$ cat config.mk
export PLATFORM = sky130hd
export DESIGN_NAME = riscv_mem_arbiter
export DESIGN_NICKNAME = d
export VERILOG_FILES = /design/src/rtl/riscv_mem_arbiter.sv
export SDC_FILE = /design/constraint.sdc
export NUM_CORES = 1
export LEC_CHECK = 0
export ABC_CLOCK_PERIOD_IN_PS = 2140
export BUFFER_PORTS_ARGS = -buffer_cell sky130_fd_sc_hd__buf_4
export CAP_MARGIN = 0
export CORE_AREA = 2 2 109 111
export CTS_CLUSTER_SIZE = 10
export DETAILED_ROUTE_END_ITERATION = 12
export DIE_AREA = 0 0 111 113
export PLACE_DENSITY = 0.5
export SYNTH_ARGS = -nofsm -noshare
export SYNTH_HDL_FRONTEND = slang
export SYNTH_SLANG_ARGS = --single-unit
$ cat constraint.sdc
create_clock -name clk_i -period 2.14 [get_ports clk_i]
set_clock_uncertainty 0.15 [all_clocks]
set_input_delay 0.107 -clock clk_i [delete_from_list [all_inputs] [get_ports clk_i]]
set_output_delay 0.107 -clock clk_i [all_outputs]
set_load 0.02 [all_outputs]
$ cat src/rtl/riscv_mem_arbiter.sv
// Shared memory port arbiter for fetch and load/store, with in-order response routing via an ID FIFO; RISCV_MEM_ARB_RR_EN selects round-robin ties.
// Latency: grant and rvalid routing are combinational (zero added cycles); selection is locked while the memory stalls a request.
// Backpressure: mem_gnt_i stalls the selected requester; a full ID FIFO (MAX_OUTSTANDING in flight) blocks new requests.
module riscv_mem_arbiter #(
  parameter int MAX_OUTSTANDING = 2,
  parameter int STARVE_LIMIT    = 4
) (
  input  logic        clk_i,
  input  logic        rst_ni,
  input  logic        instr_req_i,
  input  logic [31:0] instr_addr_i,
  output logic        instr_gnt_o,
  output logic        instr_rvalid_o,
  output logic [31:0] instr_rdata_o,
  input  logic        data_req_i,
  input  logic [31:0] data_addr_i,
  input  logic        data_we_i,
  input  logic [3:0]  data_be_i,
  input  logic [31:0] data_wdata_i,
  output logic        data_gnt_o,
  output logic        data_rvalid_o,
  output logic [31:0] data_rdata_o,
  output logic        mem_req_o,
  output logic [31:0] mem_addr_o,
  output logic        mem_we_o,
  output logic [3:0]  mem_be_o,
  output logic [31:0] mem_wdata_o,
  input  logic        mem_gnt_i,
  input  logic        mem_rvalid_i,
  input  logic [31:0] mem_rdata_i,
  output logic        busy_o,
  output logic        err_o
);

  localparam int CW = $clog2(MAX_OUTSTANDING + 1);
  localparam int PW = (MAX_OUTSTANDING > 1) ? $clog2(MAX_OUTSTANDING) : 1;
  localparam logic [CW-1:0] CNT_MAX  = CW'(MAX_OUTSTANDING);
  localparam logic [PW-1:0] PTR_LAST = PW'(MAX_OUTSTANDING - 1);

  typedef enum logic {SRC_INSTR = 1'b0, SRC_DATA = 1'b1} src_e;

  logic          lock_q;
  src_e          lock_src_q;
  src_e          sel_src;
  logic          sel_req;
  logic          not_full;
  logic          fire;
  logic          pop;
  src_e          head_src;
  src_e          id_q [MAX_OUTSTANDING];
  logic [PW-1:0] wr_ptr_q;
  logic [PW-1:0] rd_ptr_q;
  logic [CW-1:0] count_q;
  logic          err_q;

  function automatic logic [PW-1:0] ptr_inc(input logic [PW-1:0] p);
    return (p == PTR_LAST) ? '0 : p + 1'b1;
  endfunction

`ifdef RISCV_MEM_ARB_RR_EN
  src_e last_q;

  always_comb begin
    sel_src = SRC_INSTR;
    if (lock_q)
      sel_src = lock_src_q;
    else if (data_req_i && instr_req_i)
      sel_src = (last_q == SRC_INSTR) ? SRC_DATA : SRC_INSTR;
    else if (data_req_i)
      sel_src = SRC_DATA;
  end

  always_ff @(posedge clk_i or negedge rst_ni) begin
    if (!rst_ni)
      last_q <= SRC_INSTR;
    else if (fire)
      last_q <= sel_src;
  end
`else
  localparam int SW = $clog2(STARVE_LIMIT + 1);
  localparam logic [SW-1:0] STARVE_MAX = SW'(STARVE_LIMIT);
  logic [SW-1:0] starve_q;

  // Data has priority until fetch has waited STARVE_LIMIT cycles.
  always_comb begin
    sel_src = SRC_INSTR;
    if (lock_q)
      sel_src = lock_src_q;
    else if (data_req_i && (starve_q < STARVE_MAX))
      sel_src = SRC_DATA;
    else if (instr_req_i)
      sel_src = SRC_INSTR;
    else if (data_req_i)
      sel_src = SRC_DATA;
  end

  always_ff @(posedge clk_i or negedge rst_ni) begin
    if (!rst_ni)
      starve_q <= '0;
    else if (!instr_req_i || instr_gnt_o)
      starve_q <= '0;
    else if (starve_q < STARVE_MAX)
      starve_q <= starve_q + 1'b1;
  end
`endif

  assign sel_req  = (sel_src == SRC_DATA) ? data_req_i : instr_req_i;
  assign not_full = (count_q != CNT_MAX);

  // Combinational outputs are gated by reset so nothing leaks while held in reset.
  assign mem_req_o   = rst_ni & sel_req & not_full;
  assign fire        = mem_req_o & mem_gnt_i;
  assign instr_gnt_o = fire & (sel_src == SRC_INSTR);
  assign data_gnt_o  = fire & (sel_src == SRC_DATA);

  assign mem_addr_o  = (sel_src == SRC_DATA) ? data_addr_i  : instr_addr_i;
  assign mem_we_o    = (sel_src == SRC_DATA) ? data_we_i    : 1'b0;
  assign mem_be_o    = (sel_src == SRC_DATA) ? data_be_i    : 4'hF;
  assign mem_wdata_o = (sel_src == SRC_DATA) ? data_wdata_i : 32'h0;

  assign pop            = rst_ni & mem_rvalid_i & (count_q != '0);
  assign head_src       = id_q[rd_ptr_q];
  assign instr_rvalid_o = pop & (head_src == SRC_INSTR);
  assign data_rvalid_o  = pop & (head_src == SRC_DATA);
  assign instr_rdata_o  = mem_rdata_i;
  assign data_rdata_o   = mem_rdata_i;

  assign busy_o = (count_q != '0);
  assign err_o  = err_q;

  always_ff @(posedge clk_i or negedge rst_ni) begin
    if (!rst_ni) begin
      lock_q     <= 1'b0;
      lock_src_q <= SRC_INSTR;
    end else if (mem_req_o && !mem_gnt_i) begin
      lock_q     <= 1'b1;
      lock_src_q <= sel_src;
    end else begin
      lock_q     <= 1'b0;
    end
  end

  always_ff @(posedge clk_i or negedge rst_ni) begin
    if (!rst_ni) begin
      for (int i = 0; i < MAX_OUTSTANDING; i++)
        id_q[i] <= SRC_INSTR;
      wr_ptr_q <= '0;
      rd_ptr_q <= '0;
      count_q  <= '0;
      err_q    <= 1'b0;
    end else begin
      if (fire) begin
        id_q[wr_ptr_q] <= sel_src;
        wr_ptr_q       <= ptr_inc(wr_ptr_q);
      end
      if (pop)
        rd_ptr_q <= ptr_inc(rd_ptr_q);
      if (fire && !pop)
        count_q <= count_q + 1'b1;
      else if (!fire && pop)
        count_q <= count_q - 1'b1;
      // A response with nothing outstanding has no owner: drop it and flag.
      if (mem_rvalid_i && (count_q == '0))
        err_q <= 1'b1;
    end
  end

endmodule

# [Word-level counts from Yosys, hierarchy flattened]
# Index checks and enable logic that the tools add are counted.
[totals] in_bits=139 out_inout_bits=140 register_bits=12
[classes] reduce_logical=15 order_cmp=4 eq_ne=1 addsub=5 bitwise_logic=13 muxes=22
[op_table] op="$mux 32" count=2
[op_table] op="$mux 1" count=13
[op_table] op="$and 1x1->1" count=9
[op_table] op="$logic_and 1x1->1" count=6
[op_table] op="$mux 3" count=2
[op_table] op="$reduce_bool 2->1" count=3
[op_table] op="$ge 2x2->1 const B" count=2
[op_table] op="$logic_not 1->1" count=4
[op_table] op="$mux 2" count=2
[op_table] op="$mux 4" count=1
[op_table] op="$not 1->2" count=2
[op_table] op="$add 3x1->3 const B" count=1
[op_table] op="$lt 3x3->1 const B" count=1
[op_table] op="$add 1x1->1 const B" count=2
[op_table] op="$add 2x1->2 const B" count=1
[op_table] op="$bwmux 2" count=1
[op_table] op="$logic_not 2->1" count=1
[op_table] op="$lt 2x1->1 const B" count=1
[op_table] op="$ne 2x2->1 const B" count=1
[op_table] op="$not 1->1" count=2
[op_table] op="$sub 2x1->2 const B" count=1
[op_table] op="$demux 1 s1" count=1
[op_table] op="$logic_or 1x1->1" count=1

# [Logic depth before layout (Yosys ltp)]
[logic_depth] depth_word=12 ltp_mapped=7 ltp_nobuf=7

# [Least setup slack after synthesis]
# Ideal clock, no wire load.
[synth_timing] path_type="reg-to-reg" from="register starve_q[2]" to="register id_q[0] (netlist name)" setup_ps=150 synth_period_minus_slack_ps=1763 t_arrival_ps=1462 n_path_buf=1 path_slack_ps=377 required_time_ps=1840 stages_incl_launch_ff=6 path_cell_list="dfrtp_1 -> nand2_1 -> a22o_1 -> buf_6 -> nor3_1 -> a2bb2oi_1"
[synth_via] elab_chain_len=8 elab_cells_between_ends=9 cone_classes="1 x order compare; 4 x mux; 3 x bitwise; 1 x reduce/logical"
[synth_rtl] element="from (decl)" line="82" text="logic [SW-1:0] starve_q;"
[synth_rtl] element="from (signal assigned)" line="103" text="starve_q <= starve_q + 1'b1;"
[synth_rtl] element="$lt 3x3->1 (*)" line="89" text="else if (data_req_i && (starve_q < STARVE_MAX))"
[synth_rtl] element="$logic_and 1x1->1 (*)" line="89"
[synth_rtl] element="$mux 1 (*)" line="89"
[synth_rtl] element="$mux 1 (*)" line="87" text="if (lock_q)"
[synth_rtl] element="$mux 1" line="107" text="assign sel_req = (sel_src == SRC_DATA) ? data_req_i : instr_req_i;"
[synth_rtl] element="$and 1x1->1 (2 in a row)" line="111" text="assign mem_req_o = rst_ni & sel_req & not_full;"
[synth_rtl] element="$and 1x1->1" line="112" text="assign fire = mem_req_o & mem_gnt_i;"
[synth_rtl] element="to (signal, indexed assignment)" line="153" text="id_q[wr_ptr_q] <= sel_src;"
[synth_rtl] element="to (decl)" line="50" text="src_e id_q [MAX_OUTSTANDING];"
# Mark *: on every way between the ends. The rest lies on a longest branch, timed or not.
# A chain may end at the register's enable or synchronous reset.

# [Worst setup path after layout]
[layout_timing] from="register lock_q" to="output mem_addr_o[0]"
[layout_via] elab_chain_len=2
[layout_rtl] element="from (decl)" line="42" text="logic lock_q;"
[layout_rtl] element="from (signal assigned)" line="133" text="lock_q <= 1'b0;"
[layout_rtl] element="from (signal assigned)" line="136" text="lock_q <= 1'b1;"
[layout_rtl] element="from (signal assigned)" line="139" text="lock_q <= 1'b0;"
[layout_rtl] element="$mux 1" line="87"
[layout_rtl] element="$mux 32" line="116" text="assign mem_addr_o = (sel_src == SRC_DATA) ? data_addr_i : instr_addr_i;"
[layout_rtl] element="to (decl)" line="24" text="output logic [31:0] mem_addr_o,"
# No other way between the ends.

==> run_summary.xml <==
<?xml version="1.0" encoding="UTF-8"?>
<metrics>
  <group name="run_status">
    <metric name="status" unit="">finished clean</metric>
  </group>
  <group name="clock_tree">
    <metric name="cts_tree" unit="">done</metric>
    <metric name="clk_pin_slew_worst_paths" unit="ns">0.04</metric>
    <metric name="cts_max_path_buffers" unit="">2</metric>
    <metric name="cts_root_buf" unit="">clkbuf_16</metric>
    <metric name="ctsHtreeMaxLevel" unit="">1</metric>
    <metric name="clock_sinks" unit="">12</metric>
    <metric name="cts-buffers-inserted" unit="">3</metric>
    <metric name="worst_skew_pair.late_latency" unit="ns">0.24</metric>
  </group>
  <group name="setup_path">
    <metric name="critical-path-slowest-cell" unit="">dfrtp_1</metric>
    <metric name="r2r_cells" unit="">7</metric>
    <metric name="sort_of_element_at_the_end_of_the_critical_path" unit="">primary output</metric>
    <metric name="timing_worst_setup_path_type" unit="">reg2out</metric>
    <metric name="rr_endpoint" unit="">count_q[1]</metric>
    <metric name="timing.critical_path.slowest_cell_delay" unit="ns">0.41</metric>
    <metric name="regToRegStartpoint" unit="">count_q[0]</metric>
    <metric name="crit_chain" unit="">nor2b_2 -&gt; a22o_2 -&gt; buf_12 -&gt; mux2_2 -&gt; buf_4</metric>
    <metric name="setup.worst_path.end" unit="">mem_addr_o[0]</metric>
    <metric name="startpoint_type" unit="">flip-flop</metric>
    <metric name="worstPathArrival" unit="ns">1.78</metric>
    <metric name="critPathLaunch" unit="">lock_q</metric>
    <metric name="worstPathMaxFanout" unit="">26</metric>
    <metric name="critical_path_required" unit="ns">1.88</metric>
    <metric name="reg2reg_slack" unit="ns">0.31</metric>
  </group>
  <group name="grt">
    <metric name="grt_pass1_vias" unit="">1796</metric>
    <metric name="grt-ovfl-total" unit="">0</metric>
    <metric name="grt_max_degree" unit="">49</metric>
    <metric name="grt.total_usage" unit="%">8.86</metric>
    <metric name="grt_first_pass_wirelength" unit="um">9140</metric>
    <metric name="grt_antenna_before_repair" unit="">0</metric>
  </group>
  <group name="sta">
    <metric name="setup-tns-final" unit="ns">0</metric>
    <metric name="max_clk_rate" unit="MHz">490</metric>
    <metric name="rsz0062_at_grt" unit="">false</metric>
    <metric name="setup_viol" unit="">0</metric>
    <metric name="slew_violations" unit="">0</metric>
    <metric name="post-route-period-util" unit="%">95.3</metric>
    <metric name="finalHoldViolCount" unit="">0</metric>
    <metric name="worst_margin_pin_slew" unit="ns">0.352</metric>
    <metric name="relSlewSlack" unit="%">76.5</metric>
    <metric name="period_minus_slack" unit="ns">2.04</metric>
  </group>
  <group name="power">
    <metric name="internal_power" unit="W">0.00125</metric>
    <metric name="pwr-share-comb" unit="%">64.9</metric>
    <metric name="total_leakage_power" unit="nW">1.53</metric>
    <metric name="total_switching_power" unit="W">0.000790</metric>
    <metric name="power_density" unit="mW/mm^2">694</metric>
    <metric name="pwr-share-clk" unit="%">16.2</metric>
    <metric name="p_seq_share" unit="%">18.9</metric>
    <metric name="netSwitchingFraction" unit="%">38.7</metric>
    <metric name="ir_drop_worst_vdd" unit="V">0.000385</metric>
  </group>
  <group name="route">
    <metric name="drc_violation_total_after_the_first_tritonroute_iteration" unit="">24</metric>
    <metric name="vias" unit="">1663</metric>
    <metric name="totalWireLength" unit="um">6010</metric>
    <metric name="drc" unit="">0</metric>
    <metric name="ant_nets" unit="">0</metric>
    <metric name="drt-wirelength-per-cell" unit="um">13.2</metric>
    <metric name="vias_cell" unit="">3.65</metric>
    <metric name="dr.pass1.iters" unit="">3</metric>
  </group>
  <group name="logic_synthesis">
    <metric name="synth.area.top_cells" unit="">buf_4 (27%), dfrtp_1 (17%), mux2_4 (17%)</metric>
    <metric name="post_synth.cell_area_avg" unit="um^2">9.18</metric>
    <metric name="synthesis.yosys.warnings" unit="">0</metric>
    <metric name="synthDominantAreaCellType" unit="">buf_4</metric>
    <metric name="ys_seq_area_share" unit="%">16.9</metric>
    <metric name="syn-instance-count" unit="">194</metric>
    <metric name="post-synth-top-area-fraction" unit="%">27.0</metric>
    <metric name="synthesized_cell_area" unit="mm^2">0.00178</metric>
    <metric name="post_synthesis_cell_type_count" unit="">28</metric>
    <metric name="synth_fp_nets" unit="">335</metric>
    <metric name="ys_seq_elements" unit="">12</metric>
  </group>
  <group name="floorplan">
    <metric name="initial_utilization" unit="%">15.8</metric>
    <metric name="die_w" unit="um">111</metric>
    <metric name="die_area" unit="mm^2">0.0125</metric>
    <metric name="die_height" unit="um">113</metric>
    <metric name="num_io_pins" unit="">279</metric>
    <metric name="placeableCoreArea" unit="mm^2">0.0113</metric>
    <metric name="rows" unit="">39</metric>
  </group>
  <group name="placed_design">
    <metric name="gp_congestion" unit="">0.753</metric>
    <metric name="detailedPlacementHpwl" unit="um">5060</metric>
    <metric name="dp_cells" unit="">449</metric>
    <metric name="port-buffer-count" unit="">182</metric>
  </group>
  <group name="finish">
    <metric name="areaGrowthSynthToFinish" unit="%">65.0</metric>
    <metric name="layout-drive-gt1-share" unit="%">71.8</metric>
    <metric name="final_nets" unit="">455</metric>
    <metric name="final.fill_count" unit="">1226</metric>
    <metric name="fin_cells" unit="">455</metric>
    <metric name="insertedDiodeCount" unit="">0</metric>
  </group>
  <group name="run">
    <metric name="drv_cap" unit="">0</metric>
  </group>
  <group name="min_path">
    <metric name="hold_class" unit="">in2out</metric>
  </group>
</metrics>
[cells in the mapped netlist (all sizes together)]
cell type,number
a211oi,1
a21o,1
a22o,1
a2bb2oi,1
and2,34
buf,68
clkbuf,4
dfrtp,12
ha,2
inv,2
mux2,34
mux2i,2
nand2,1
nand2b,5
nand3,2
nand3b,1
nand4,1
nor2,9
nor2b,2
nor3,3
nor3b,1
o21ai,1
xnor2,2
xor2,4
[metal layers]
metal | track usage, % | part of all wire [%]
met5 | 0 | 0
met4 | 3.83 | 3.3
met3 | 2.25 | 8.5
met2 | 14.6 | 48
met1 | 11.0 | 40
[worst min path at each step]
stage | start | end | slack [ns] | cells after the start
finish | mem_rdata_i[28] | data_rdata_o[28] | 0.06 | 0
global route | mem_rdata_i[2] | instr_rdata_o[2] | 0.06 | 0
CTS | mem_rdata_i[6] | data_rdata_o[6] | 0.06 | 0
detailed placement | rst_ni | err_o | -0.18 | 1
global placement | rst_ni | err_o | -0.18 | 1
floorplan | rst_ni | count_q[0] | -0.34 | 0
[through the flow]
step                      cell area [um^2]  hold WS, ns  power, W  util, %  worst slack, ns
final                                 2940       0.0640   0.00204     26.1           0.0995
after global routing                  2940       0.0640   0.00217     26.1          0.00412
after CTS                             2940       0.0642   0.00207     26.1           0.0143
after detailed placement              2830       -0.184   0.00172     25.1            0.272
after global placement                2830       -0.184   0.00171     25.1            0.353
after floorplan                       1780       -0.339   0.00133        -            0.377
[state kept, by name (all words and copies together) (netlist names)]
register    count
wr_ptr_q        1
lock_src_q      1
count_q         2
id_q            2
err_o           1
starve_q        3
rd_ptr_q        1
lock_q          1
[placed cells by master, fill, tap and decap left out, types with 4 or more instances in the layout]
master / instances
nor2_1: 9
xor2_1: 4
buf_4: 182
and2_1: 34
mux2_4: 20
nand2b_1: 5
mux2_2: 14
dfrtp_1: 12
[what timing repair did]
item | CTS | global route
gates resized for setup | 0 | 1
hold buffers | 3 | 0
buffers inserted | 0 | 0
setup endpoints to repair | 0 | 32
endpoints found under the hold margin | 14 | 0
[cell families after synthesis]
| logic type | after synthesis | synth area share [%] |
|---|---|---|
| adders and majority gates | 2 | 1.40 |
| xor gates and xnor gates | 6 | 2.95 |
| AOI/OAI and AO/OA | 5 | 2.39 |
| muxes | 36 | 26.8 |
| buffers and inverters | 74 | 30.5 |
| DFF | 12 | 16.9 |
| and+or+nand+nor | 59 | 19.1 |
[layout make-up]
class	count	area, um^2	share of cell area, %
inverters	2	7.51	0.255
flip-flops and latches	12	300	10.2
clock buffers	3	75.1	2.55
multi-input cells	108	942	32.0
repair buffers	187	1440	48.9
well taps	143	179	6.09
[power groups by stage]
stage	sequential (W)	clock, W	combinational (W)
after floorplan	0.000371	0	0.000959
after CTS	0.000387	0.000341	0.00134
final	0.000386	0.000330	0.00133
after detailed placement	0.000389	0	0.00133
after global placement	0.000385	0	0.00133
after global routing	0.000402	0.000354	0.00142
[critical path: cells and delay by family, from the launching register on]
kind,cells,cell delay (ns)
multiplexers,1,0.37
buffers and inverters,2,0.38
flip-flops,1,0.41
AO/OA/AOI/OAI,1,0.21
AND/OR/NAND/NOR,1,0.17
(Power assumes the default switching activity.)
